==> src/rtl/shift_add_mult.sv <==
// ---------------------------------------------------------------------------
// shift_add_mult
//   Multi-cycle shift-and-add multiplier with an integrated datapath and
//   control FSM. It sits beside the ALU as the MUL unit.
//
//   The operation runs on operand magnitudes. The sign is fixed up in a
//   single FIX cycle at the end. The loop stops early once the remaining
//   multiplier bits are all zero, so short multipliers finish quickly.
//
// Parameters
//   SIZE   operand width; prod is 2*SIZE bits (SIZE >= 2)
//   CNT_W  iteration-counter width (2**CNT_W > SIZE)
//
// Ports
//   clk          rising-edge clock
//   reset        asynchronous, active-high; clears all state
//   start        request, sampled only while idle
//   signed_mode  1: a/b are two's complement, 0: unsigned (sampled with start)
//   a            multiplicand (sampled with start)
//   b            multiplier (sampled with start)
//   prod         result register; holds until the next accepted start
//   busy         high while the job is in RUN or FIX
//   done         one-cycle pulse; prod is valid while it is high
// ---------------------------------------------------------------------------
module shift_add_mult #(
   parameter int SIZE  = 32,
   parameter int CNT_W = 6
) (
   input  logic              clk,
   input  logic              reset,
   input  logic              start,
   input  logic              signed_mode,
   input  logic [SIZE-1:0]   a,
   input  logic [SIZE-1:0]   b,
   output logic [2*SIZE-1:0] prod,
   output logic              busy,
   output logic              done
);

   typedef enum logic [1:0] {
      IDLE = 2'd0,
      RUN  = 2'd1,
      FIX  = 2'd2
   } state_t;

   localparam logic [2*SIZE-1:0] PROD_ONE = {{(2*SIZE-1){1'b0}}, 1'b1};
   localparam logic [SIZE-1:0]   OPND_ONE = {{(SIZE-1){1'b0}}, 1'b1};
   localparam logic [CNT_W-1:0]  CNT_ONE  = {{(CNT_W-1){1'b0}}, 1'b1};
   localparam logic [CNT_W-1:0]  CNT_LAST = CNT_W'(SIZE - 1);

   // Absolute value of an operand, read as unsigned.
   // For the most negative value, negating in SIZE bits gives the pattern
   // 1000...0. Read as unsigned, that pattern is exactly 2**(SIZE-1), so it
   // does not overflow.
   function automatic logic [SIZE-1:0] magnitude(input logic [SIZE-1:0] v,
                                                 input logic            sgn);
      if (sgn && v[SIZE-1]) begin
         magnitude = ~v + OPND_ONE;
      end else begin
         magnitude = v;
      end
   endfunction

   state_t              state_r;
   logic [2*SIZE-1:0]   a_r;       // shifted multiplicand magnitude
   logic [SIZE-1:0]     b_r;       // remaining multiplier magnitude bits
   logic [CNT_W-1:0]    cnt_r;
   logic                neg_r;     // final result must be negated

   logic [2*SIZE-1:0]   addend_s;
   logic [2*SIZE-1:0]   sum_s;
   logic [SIZE-1:0]     b_next_s;
   logic                last_s;

   // Datapath for one RUN step, plus the early-exit / iteration-limit test
   always_comb begin
      addend_s = '0;
      if (b_r[0]) begin
         addend_s = a_r;
      end else begin
         addend_s = '0;
      end
      sum_s    = prod + addend_s;
      b_next_s = b_r >> 1;
      last_s   = (b_next_s == '0) || (cnt_r == CNT_LAST);
   end

   // Control FSM with the registered datapath and handshake outputs
   always_ff @(posedge clk or posedge reset) begin
      if (reset) begin
         state_r <= IDLE;
         a_r     <= '0;
         b_r     <= '0;
         cnt_r   <= '0;
         neg_r   <= 1'b0;
         prod    <= '0;
         busy    <= 1'b0;
         done    <= 1'b0;
      end else begin
         done <= 1'b0;
         case (state_r)
            IDLE: begin
               if (start) begin
                  a_r     <= {{SIZE{1'b0}}, magnitude(a, signed_mode)};
                  b_r     <= magnitude(b, signed_mode);
                  prod    <= '0;
                  cnt_r   <= '0;
                  neg_r   <= signed_mode & (a[SIZE-1] ^ b[SIZE-1]);
                  busy    <= 1'b1;
                  state_r <= RUN;
               end else begin
                  busy    <= 1'b0;
                  state_r <= IDLE;
               end
            end
            RUN: begin
               prod  <= sum_s;
               a_r   <= a_r << 1;
               b_r   <= b_next_s;
               cnt_r <= cnt_r + CNT_ONE;
               if (last_s) begin
                  state_r <= FIX;
               end else begin
                  state_r <= RUN;
               end
            end
            FIX: begin
               // A zero product stays zero under negation, so neg needs no
               // special case for b == 0.
               if (neg_r) begin
                  prod <= ~prod + PROD_ONE;
               end else begin
                  prod <= prod;
               end
               done    <= 1'b1;
               busy    <= 1'b0;
               state_r <= IDLE;
            end
            default: begin
               busy    <= 1'b0;
               state_r <= IDLE;
            end
         endcase
      end
   end

endmodule

==> config.mk <==
export PLATFORM = sky130hd
export DESIGN_NAME = shift_add_mult
export DESIGN_NICKNAME = d
export VERILOG_FILES = /design/src/rtl/shift_add_mult.sv
export SDC_FILE = /design/constraint.sdc
export NUM_CORES = 1
export LEC_CHECK = 0
export ABC_AREA = 1
export CAP_MARGIN = 15
export CORE_ASPECT_RATIO = 0.6
export CORE_MARGIN = 3
export CORE_UTILIZATION = 45
export DETAILED_ROUTE_END_ITERATION = 10
export PLACE_DENSITY_LB_ADDON = 0.05
export SLEW_MARGIN = 25
export SYNTH_ARGS = -nofsm -noshare
export SYNTH_HDL_FRONTEND = slang
export SYNTH_SLANG_ARGS = --single-unit
==> constraint.sdc <==
create_clock -name clk -period 7.95 [get_ports clk]
set_input_delay 1.59 -clock clk [delete_from_list [all_inputs] [get_ports clk]]
set_output_delay 1.59 -clock clk [all_outputs]
set_load 0.01 [all_outputs]
## After elaboration in Yosys (flattened, before gate mapping)

Index checks and enable logic that the tools add are counted.

- Register bits after elaboration: 171
- Output and inout bits: 66
- Word-level logic and storage cells: 51

- Add/sub/neg operators: 5
- Eq/ne operators: 5
- Muxes and demuxes: 18
- Bitwise gates (word level): 5
- Reduce and logical (&&, ||, !) cells: 10

Operator list:

| operator | count |
|---|---|
| 64-bit two-way mux | 4 |
| 64-bit case mux with 3 select lines | 1 |
| 64-bit case mux with 2 select lines | 1 |
| 32-bit two-way mux | 3 |
| 32-bit by 1-bit adder with 32-bit output (second input constant) | 2 |
| 64-bit by 1-bit adder with 64-bit output (second input constant) | 1 |
| 64-bit adder | 1 |
| 32-bit inverter | 2 |
| 64-bit inverter | 1 |
| 32-bit case mux with 2 select lines | 1 |
| 32-bit logical NOT | 1 |
| 6-bit case mux with 2 select lines | 1 |
| 6-bit by 1-bit adder with 6-bit output (second input constant) | 1 |
| 6-bit by 5-bit equality test with 1-bit output (second input constant) | 1 |
| 6-bit two-way mux | 1 |
| 2-bit inequality test (second input constant) | 2 |
| 2-bit case mux with 2 select lines | 1 |
| 2-bit AND reduction | 2 |
| 1-bit two-way mux | 3 |
| 3-bit AND reduction | 1 |
| 3-bit nonzero test | 1 |
| 2-bit by 1-bit equality test with 1-bit output (second input constant) | 1 |
| 2-bit equality test (second input constant) | 1 |
| 1-bit logical AND | 2 |
| 7 further kinds | 7 |

## Longest topological paths before layout

Gate-level depths: netlist of run 1.

- Depth in word-level cells: 5
- Gate-level depth with buffers: 23

## Worst setup path after synthesis of run 1

Ideal clock, no wire load.

- Kind: input port to flip-flop
- From: input port a[0]
- To: register a_r[28]
- Arrival time: 2.889 ns
- Slack: 4.935 ns
- Stages: 13
- Path through: inv_1 ha_1 nand3_2 nor2_2 nand2_1 nor2_2 inv_2 nand2_2 nand3_2 o21ai_1 nand2_1 o21ai_1 o21ai_1

- Longest elaborated chain between the ends: 5

RTL lines:

| what | line | RTL |
|---|---|---|
| start: declaration | 33 | `input logic [SIZE-1:0] a,` |
| 32-bit inverter | 58 | `magnitude = ~v + OPND_ONE;` |
| 32-bit by 1-bit adder with 32-bit output | 58 |  |
| 32-bit two-way mux | 57 | `if (sgn && v[SIZE-1]) begin` |
| 64-bit two-way mux | 103 | `if (start) begin` |
| 64-bit case mux with 2 select lines | 101 | `case (state_r)` |
| end signal: assignment | 104 | `a_r <= {{SIZE{1'b0}}, magnitude(a, signed_mode)};` |
| end signal: assignment | 118 | `a_r <= a_r << 1;` |
| end: declaration | 65 | `logic [2*SIZE-1:0] a_r;` |

No other way between the ends. The select of a mux whose other input is x is not followed.
A chain may end at the register's enable or synchronous reset.

## Final worst setup path of run 1

- From: input port start
- To: register cnt_r[5]

- Longest elaborated chain between the ends: 2

RTL lines:

| what | line | RTL |
|---|---|---|
| start: declaration | 31 | `input logic start,` |
| 2-bit inequality test (no source line) | -- |  |
| 2-bit AND reduction (no source line) | -- |  |
| end signal: assignment | 120 | `cnt_r <= cnt_r + CNT_ONE;` |
| end: declaration | 67 | `logic [CNT_W-1:0] cnt_r;` |

No other way between the ends.

==> results of run 1 <==
## metrics by stage
stage	cell area [um2]	instances	worst slack [ns]	power, W	hold slack [ns]
floorplan	17410	3055	1.728	0.004365	0.4232
global placement	19200	3636	3.839	0.005966	0.4375
detailed placement	19210	3636	3.843	0.006047	0.4534
CTS	19770	3668	4.335	0.006916	0.4625
global route	19780	3668	3.972	0.007616	0.4826
finish	19780	3670	4.222	0.007085	0.4600
## critical path, cell delays in order
cell	delay (ns)
clkdlybuf4s50_1	0.49
nand2_1	0.16
o21ai_4	0.12
clkinv_2	0.69
nor2_1	0.36
nand3_1	0.14
nor2_1	0.14
inv_1	0.08
o21ai_1	0.11
nand2_1	0.06
a31oi_1	0.14
## registers in the layout, indices dropped and copies added, names as in the netlist
| signal | count |
|---|---|
| state_r | 2 |
| prod | 64 |
| busy | 1 |
| b_r | 32 |
| done | 1 |
| neg_r | 1 |
| a_r | 64 |
| cnt_r | 6 |
## cell families after synthesis
kind of cell	count (synthesis)
fa+ha+maj	72
simple gates	1700
buf+inv	665
xor+xnor	33
flops	171
compound gates	414
## metal layers
layer	vias to the layer above	GRT usage, %	wire [um]
li1	9739	-	-
met3	70	13.77	10350
met1	9264	54.27	34850
met5	-	0	0
met2	984	43.49	25270
met4	0	6.557	1124
## synth_stat cells (2+ instances only)
master and count:
nand2_1 1095, inv_1 555, nor2_1 268, nand3_1 179, dfrtp_1 171, o21ai_0 146, a21oi_1 125, ha_1 71
o21ai_1 50, nand4_1 48, clkbuf_1 47, o22ai_1 38, inv_2 34, nor3_1 27, o221ai_1 25, xor2_1 25
nor2_2 16, buf_2 14, buf_1 12, nor4_1 11, o211ai_1 10, nand3b_1 9, xnor2_1 8, o31ai_1 7
or2_2 7, nor2_4 6, nand3_2 5, nor3_2 5, or2_1 5, nand2_2 4, a31oi_1 3, clkinv_1 3
nand2_4 3, or2_0 3, and2_1 2, nor2_8 2, nor3_4 2, o2111ai_1 2, o21ai_2 2
## power groups by stage
| stage | sequential [W] | clock, W | combinational (W) |
|---|---|---|---|
| global route | 0.00181 | 0.000903 | 0.00490 |
| CTS | 0.00176 | 0.000867 | 0.00429 |
| floorplan | 0.00155 | 0 | 0.00282 |
| detailed placement | 0.00177 | 0 | 0.00428 |
| finish | 0.00179 | 0.000864 | 0.00443 |
| global placement | 0.00176 | 0 | 0.00420 |
## worst max-delay path by stage
stage                     slack [ns]              endpoint   from  depth (start not counted)
final                           4.22  cnt_r[5]$_DFFE_PP0P_  start                         11
after global routing            3.97  cnt_r[5]$_DFFE_PP0P_  start                         11
after CTS                       4.34   a_r[30]$_DFFE_PP0P_  a[31]                          9
after detailed placement        3.84   a_r[30]$_DFFE_PP0P_  a[31]                          9
after global placement          3.84   prod[0]$_DFFE_PP0P_  start                          9
after floorplan                 1.73    a_r[0]$_DFFE_PP0P_  reset                          1
## cell type report
cell class	instances	share of cell area (%)
multi-input combinational	2219	53.84
sequential	171	21.64
clock buffer	18	2.170
antenna	2	0.02530
tap	513	3.245
timing repair buffer	141	7.116
inverter	592	11.28
clock inverter	14	0.6832
==> reports/metrics.yaml, run 1 <==
timing:
  fin_crit_sh_pct: 46.89
  rsz0062_at_grt: "no"
  drv_slew: 0
  finalCriticalPeriod_ns: 3.728
  tns_ns: 0
  hold_viol: 0
  worstMarginPinSlew_ns: 0.9862
  max_freq_mhz: 268.2
  setup_viol: 0
  clock-skew-final_ns: 0.01323
  relSlewSlack_pct: 34.25
global_routing:
  grt_remaining_overflow: 0
  grt_pass1_vias: 17770
  grt_pass1_wl_um: 107400
  grt_max_degree: 149
  antenna_found_initial: 1
  track_usage_pct: 34.75
synth:
  synth-async-reset-ratio_pct: 100.0
  synth_compound_area_share_pct: 13.20
  yosysTopAreaCell: "dfrtp_1"
  ys_top_cells_by_area: "dfrtp_1 (25%), nand2_1 (24%), inv_1 (12%)"
  yosysWarningCount: 0
  synth-simple-area-share_pct: 40.91
  syn_inst: 3055
  synthMuxAreaShare_pct: 0
  synth_seq_cells: 171
  synth_edf_count: 0
  synth_top_area_share_pct: 24.58
  synth_xor_area_share_pct: 1.660
  ys.flop_type: "dfrtp_1"
  synth_top_family_by_area: "simple AND/OR/NAND/NOR gates"
  syn_avg_cell_area_um2: 5.699
  syn-cell-area_mm2: 0.01741
  synth_nets: 3195
  synth_seq_area_share_pct: 24.58
  synth.distinct_cells: 49
  synthAdderAreaFrac_pct: 5.218
final_layout:
  areaGrowthSynthToFinish_pct: 13.62
  final_common_cell: "nand2_1"
  final_util_pct: 52.17
  drive_above_1_share_pct: 4.216
  nets: 3282
  seqCellArea_mm2: 0.004280
  fill_cells: 4002
  multiInputGateArea_mm2: 0.01065
  mostFrequentLayoutCells: "nand2_1 (1095), inv_1 (554), nor2_1 (268), nand3_1 (179), dfrtp_1 (170)"
critical_path:
  end_kind: "register"
  worst-r2r-setup-slack_ns: 4.29
  rr_worst_depth: 16
  critPathRequiredTime_ns: 8.33
  r2r-end: "prod[42]$_DFFE_PP0P_"
  critPathKind: "in -> reg"
  worst_ep_arrival_time_ns: 4.11
  startpoint_type: "input pin"
  r2r-start: "b_r[0]$_DFFE_PP0P_"
  crit_fanout: 54
pwr:
  seq_power_share_pct: 25.3
  ir_worst_vdd_mv: 0.1861
  power_switching_w: 0.004014
  combPwrFrac_pct: 62.5
  power_density_mw_per_mm2: 358.2
  p_leak_nw: 10.79
  switching_share_pct: 56.65
  p_int_w: 0.003072
  power.share.clock_pct: 12.2
placement:
  dp_hpwl_um: 58240
  port-buffer-count: 133
  place_congestion: 1.045
clock_network:
  htreeDepth: 4
  post_cts_buffers: 0
  clockBufferDepth: 2
  cts.clk_slew.worst_paths_ns: 0.07
  hold_buffers: 0
  cts_tree: "yes"
  numCtsBuffers: 17
  clock_latency_ns: 0.47
  post_cts_resized: 0
  numClockSinks: 171
  cts_root_buf: "clkbuf_16"
routing:
  viasPerCell: 5.465
  wl_um: 71590
  routedWlPerCell_um: 19.51
  dr.pass1.iters: 6
  drtIter0Drc: 2469
  num_vias: 20060
  drc_errors: 0
  ant_nets: 0
die:
  dieArea_mm2: 0.04116
  rows: 55
  die_w_um: 259.9
  initial_core_util_pct: 45.91
  die_height_um: 158.4
  core_mm2: 0.03792
  io_pins: 134
worst_hold_path:
  hp-start: "cnt_r[5]$_DFFE_PP0P_"
  hp-class: "reg -> reg"
  hold_path_end: "cnt_r[5]$_DFFE_PP0P_"
  hold_depth: 1
job:
  drv_cap: 0
outcome:
  status: "finished, final reports clean"
Note: power is estimated with default switching activity, not from simulation.
==> inputs of run 2 (changes only) <==
==> constraint.sdc (replaced) <==
create_clock -name clk -period 3.13 [get_ports clk]
set_input_delay 0.626 -clock clk [delete_from_list [all_inputs] [get_ports clk]]
set_output_delay 0.626 -clock clk [all_outputs]
set_load 0.01 [all_outputs]
==> reports/metrics.yaml, run 2 (synthesis gave the netlist of run 1 again) <==
die:
  rows: 55
  dieArea_mm2: 0.04116
  die_w_um: 259.9
  io_pins: 134
  die_height_um: 158.4
  initial_core_util_pct: 45.91
  core_mm2: 0.03792
final_layout:
  nets: 3356
  fill_cells: 3921
  antennaDiodeCount: 0
  reg.largest.list: "a_r x64, prod x64, b_r x32"
  drive_above_1_share_pct: 7.618
  final_util_pct: 54.29
  areaGrowthSynthToFinish_pct: 18.24
  mostFrequentLayoutCells: "nand2_1 (1088), inv_1 (554), nor2_1 (258), nand3_1 (173), dfrtp_1 (170)"
  final_common_cell: "nand2_1"
placement:
  place_ws_ns: 0.005316
  port-buffer-count: 133
  place_congestion: 1.136
  dp_hpwl_um: 61280
routing:
  num_vias: 20520
  dr.pass1.iters: 8
  wl_um: 76090
  routedWlPerCell_um: 20.33
  ant_nets: 0
  drtIter0Drc: 2618
  viasPerCell: 5.483
  drc_errors: 0
timing:
  drv_slew: 0
  finalCriticalPeriod_ns: 3.085
  tns_ns: 0
  fin_ws_ns: 0.04536
  setup_viol: 0
  whs_ns: 0.4597
  hold_viol: 0
  worstMarginPinSlew_ns: 0.8563
  max_freq_mhz: 324.2
  clock-skew-final_ns: 0.02909
  fin_crit_sh_pct: 98.55
  relSlewSlack_pct: 42.39
critical_path:
  worst_ep_arrival_time_ns: 3.47
  r2r-start: "b_r[0]$_DFFE_PP0P_"
  worst-r2r-setup-slack_ns: 0.05
  end_kind: "register"
  startpoint: "b_r[0]$_DFFE_PP0P_"
  rr_worst_depth: 16
  crit_fanout: 23
  critPathRequiredTime_ns: 3.51
  startpoint_type: "register"
  r2r-end: "prod[57]$_DFFE_PP0P_"
  critPathKind: "reg -> reg"
global_routing:
  use_met3_pct: 16.56
  grt_pass1_vias: 18740
  grt_max_degree: 93
  grt_remaining_overflow: 0
  antenna_found_initial: 1
  gr-max-usage-layer: "met1"
  grtUsageMet1_pct: 56.20
  grtUsageMet2_pct: 47.28
  track_usage_pct: 37.17
  grt_pass1_wl_um: 114700
clock_network:
  numCtsBuffers: 17
  clockBufferDepth: 2
  htreeDepth: 4
  cts_root_buf: "clkbuf_16"
  cts.clk_slew.worst_paths_ns: 0.10
  numClockSinks: 171
  clock_latency_ns: 0.48
  cts_tree: "yes"
  hold_buffers: 0
pwr:
  power_w: 0.01902
  ir_worst_vdd_mv: 0.6072
  power_density_mw_per_mm2: 924.0
  p_leak_nw: 11.22
worst_hold_path:
  hp-class: "reg -> reg"
  hold_path_end: "cnt_r[5]$_DFFE_PP0P_"
  hp-start: "cnt_r[5]$_DFFE_PP0P_"
  hold_depth: 1
job:
  drv_cap: 0
outcome:
  status: "finished, final reports clean"
==> run 2: cell count changes in the layout (fill, tap and decap cells not counted), moves of 7 or more <==
cell | previous run | this run
buf_4 | 6 | 75
nor2_1 | 268 | 258
ha_2 | 1 | 10
nand2_1 | 1095 | 1088
ha_1 | 69 | 60
nand2_2 | 4 | 11
nor2_2 | 16 | 26
==> run 2: final cells by class <==
| class | count | area (um2) | share of cell area (%) |
|---|---|---|---|
| tap | 513 | 641.9 | 3.118 |
| clock inverter | 15 | 202.7 | 0.9847 |
| timing repair buffer | 215 | 2034 | 9.883 |
| multi-input combinational | 2219 | 10770 | 52.32 |
| inverter | 592 | 2227 | 10.82 |
| clock buffer | 17 | 425.4 | 2.067 |
| sequential | 171 | 4283 | 20.81 |
==> run 2: metrics by stage <==
step	area [um2]	cells
6_report	20580	3742
5_1_grt	20580	3742
4_1_cts	20450	3740
3_5_place_dp	19820	3708
3_3_place_gp	19820	3708
2_1_floorplan	17410	3055
==> run 2: routing by layer <==
layer	part of all wire, %	up-vias
met5	0.30	-
met4	1.5	6
met3	16	81
met2	36	1081
met1	47	9444
li1	-	9904
==> run 2: worst max-delay path: stages (launching register included) <==
cell,delay [ns]
dfrtp_4,0.56
buf_12,0.19
nand2_1,0.08
inv_1,0.06
ha_1,0.37
nand2_1,0.23
inv_1,0.07
a21oi_1,0.38
nor2_1,0.07
nor2_1,0.35
nand2_1,0.09
a21oi_1,0.18
nand3_1,0.10
nand3_1,0.09
nand2_1,0.07
nand2_1,0.05
nand2_1,0.05
==> run 2: report_power, final <==
group / internal (W) / switching, W / leakage (nW)
registers: 0.00314 / 0.00124 / 2.19
clock network: 0.00111 / 0.00127 / 0.298
logic: 0.00404 / 0.00822 / 8.73
total: 0.00829 / 0.0107 / 11.2
==> run 2: repair_timing <==
action / in CTS / in global routing
buffers inserted: 0 / 2
endpoints found under the setup margin: 0 / 33
resized for setup: 0 / 44
==> run 2: worst max-delay path by stage <==
stage / slack, ns / depth (start not counted) / endpoint
after floorplan: 0.32 / 1 / a_r[0]$_DFFE_PP0P_
after global placement: -0.12 / 17 / prod[63]$_DFFE_PP0P_
after detailed placement: 0.005 / 17 / prod[63]$_DFFE_PP0P_
after CTS: 0.006 / 17 / prod[63]$_DFFE_PP0P_
after global routing: -0.006 / 17 / prod[41]$_DFFE_PP0P_
final: 0.05 / 16 / prod[57]$_DFFE_PP0P_
==> inputs of run 3 (changes only) <==
--- a/config.mk
+++ b/config.mk
@@ -8,7 +8,7 @@
 export ABC_AREA = 1
 export CAP_MARGIN = 15
 export CORE_ASPECT_RATIO = 0.6
-export CORE_MARGIN = 3
+export CORE_MARGIN = 2
 export CORE_UTILIZATION = 45
 export DETAILED_ROUTE_END_ITERATION = 10
 export PLACE_DENSITY_LB_ADDON = 0.05
==> reports/metrics.yaml, run 3 (synthesis gave the netlist of run 1 again) <==
clock_network:
  clockBufferDepth: 2
  clock_latency_ns: 0.47
  cts_tree: "yes"
  cts_root_buf: "clkbuf_16"
  hold_buffers: 0
  numCtsBuffers: 17
  htreeDepth: 4
  cts.clk_slew.worst_paths_ns: 0.09
  numClockSinks: 171
timing:
  worstMarginPinSlew_ns: 0.7942
  max_freq_mhz: 334.3
  tns_ns: 0
  clock-skew-final_ns: 0.01915
  rsz0062_at_grt: "no"
  hold_viol: 0
  relSlewSlack_pct: 46.57
  finalCriticalPeriod_ns: 2.991
  setup_viol: 0
  drv_slew: 0
  fin_crit_sh_pct: 95.56
worst_hold_path:
  hp-class: "reg -> reg"
global_routing:
  grt_max_degree: 118
  antenna_found_initial: 2
  track_usage_pct: 36.62
  grt_pass1_vias: 18020
  grt_remaining_overflow: 0
  grt_pass1_wl_um: 110200
routing:
  dr.pass1.iters: 7
  drc_errors: 0
  routedWlPerCell_um: 19.75
  wl_um: 73720
  viasPerCell: 5.439
  ant_nets: 0
  wl_met3_um: 11230
  maxUsedRoutingLayer: "met5"
  num_vias: 20300
  m1WireLength_um: 35270
  wl_met2_um: 26420
  drtIter0Drc: 2656
final_layout:
  drive_above_1_share_pct: 6.679
  mostFrequentLayoutCells: "nand2_1 (1092), inv_1 (554), nor2_1 (263), nand3_1 (174), dfrtp_1 (170)"
  reg.largest.list: "a_r x64, prod x64, b_r x32"
  final_cells: 3733
  multiInputGateArea_mm2: 0.01071
  seqCellArea_mm2: 0.004280
  fill_cells: 3985
  areaGrowthSynthToFinish_pct: 17.41
  nets: 3346
  final_common_cell: "nand2_1"
pwr:
  ir_worst_vdd_mv: 1.236
  power_switching_w: 0.01047
  p_leak_nw: 11.18
  switching_share_pct: 56.10
  p_int_w: 0.008191
  combPwrFrac_pct: 64.7
  seq_power_share_pct: 23.4
  power_density_mw_per_mm2: 912.8
  power.share.clock_pct: 12.0
placement:
  place_congestion: 1.092
  placed_cells: 3698
  port-buffer-count: 133
  dp_hpwl_um: 59760
job:
  drv_cap: 0
die:
  die_w_um: 257.9
  rows: 55
  dieArea_mm2: 0.04033
  initial_core_util_pct: 45.91
  io_pins: 134
  core_mm2: 0.03792
  die_height_um: 156.4
critical_path:
  end_kind: "register"
  critPathKind: "reg -> reg"
  startpoint_type: "register"
  crit_fanout: 50
  worst_ep_arrival_time_ns: 3.38
  critPathRequiredTime_ns: 3.52
outcome:
  status: "finished, final reports clean"
## run 3: cell count changes in the layout (fill, tap and decap cells not counted), sizes merged
| cell | change |
|---|---|
| buf | -10 |
| clkinv | +2 |
| inv | -2 |
| diode | +1 |
## run 3: final timing paths
kind,end,startpoint,cells after the start,slack [ns]
hold / removal,cnt_r[5]$_DFFE_PP0P_,cnt_r[5]$_DFFE_PP0P_,1,0.47
min in group asynchronous,prod[1]$_DFFE_PP0P_,reset,3,0.63
max in group asynchronous,prod[31]$_DFFE_PP0P_,reset,4,1.66
setup reg to reg,prod[32]$_DFFE_PP0P_,b_r[0]$_DFFE_PP0P_,15,0.14
hold reg to reg,cnt_r[5]$_DFFE_PP0P_,cnt_r[5]$_DFFE_PP0P_,1,0.47
setup / recovery,prod[32]$_DFFE_PP0P_,b_r[0]$_DFFE_PP0P_,15,0.14
## run 3: layout make-up
class / instances / share of cell area (%)
repair buffers: 205 / 9.647
flip-flops and latches: 171 / 20.94
well taps: 513 / 3.140
multi-input cells: 2219 / 52.42
inverters: 592 / 10.90
clock inverters: 15 / 0.8631
diodes: 1 / 0.01224
clock buffers: 17 / 2.081
## run 3: power groups by stage
stage	clock, W	combinational (W)	sequential, W
final	0.00223	0.0121	0.00436
after global routing	0.00234	0.0132	0.00440
after CTS	0.00226	0.0116	0.00425
after detailed placement	0	0.0115	0.00428
after global placement	0	0.0114	0.00428
after floorplan	0	0.00715	0.00394
## run 3: per-stage QoR
step                hold WS, ns  setup WS (ns)  area (um2)  power (W)  util (%)
floorplan                0.4232         0.3213       17410    0.01109         -
global placement         0.4402         0.1741       19760    0.01566     52.10
detailed placement       0.4617         0.1338       19760    0.01582     52.10
CTS                      0.4752        0.09023       20360    0.01811     53.69
global route             0.5007       0.004436       20440    0.01997     53.90
finish                   0.4692         0.1391       20440    0.01866     53.91
## run 3: routing by layer
metal / up-vias / GRT usage [%]
met1: 9425 / 56.69
li1: 9861 / -
met3: 50 / 14.77
met4: 4 / 4.679
met2: 964 / 46.66
met5: - / 4.348
## run 3: repair_timing
| item | 4_1_cts | 5_1_grt |
|---|---|---|
| setup buffers | 0 | 2 |
| resized for setup | 0 | 19 |
| setup endpoints to repair | 0 | 21 |
## run 3: critical path, cell delays in order (launching register included)
cell	delay [ns]
dfrtp_2	0.49
buf_12	0.21
nand2_1	0.11
inv_1	0.05
ha_1	0.40
nand2_1	0.14
nor2_1	0.23
nand2_1	0.20
nor2_1	0.24
a21boi_1	0.27
nor2_1	0.07
nand2_1	0.06
nand3_1	0.18
nand2_1	0.14
nand2_1	0.05
o21ai_0	0.07
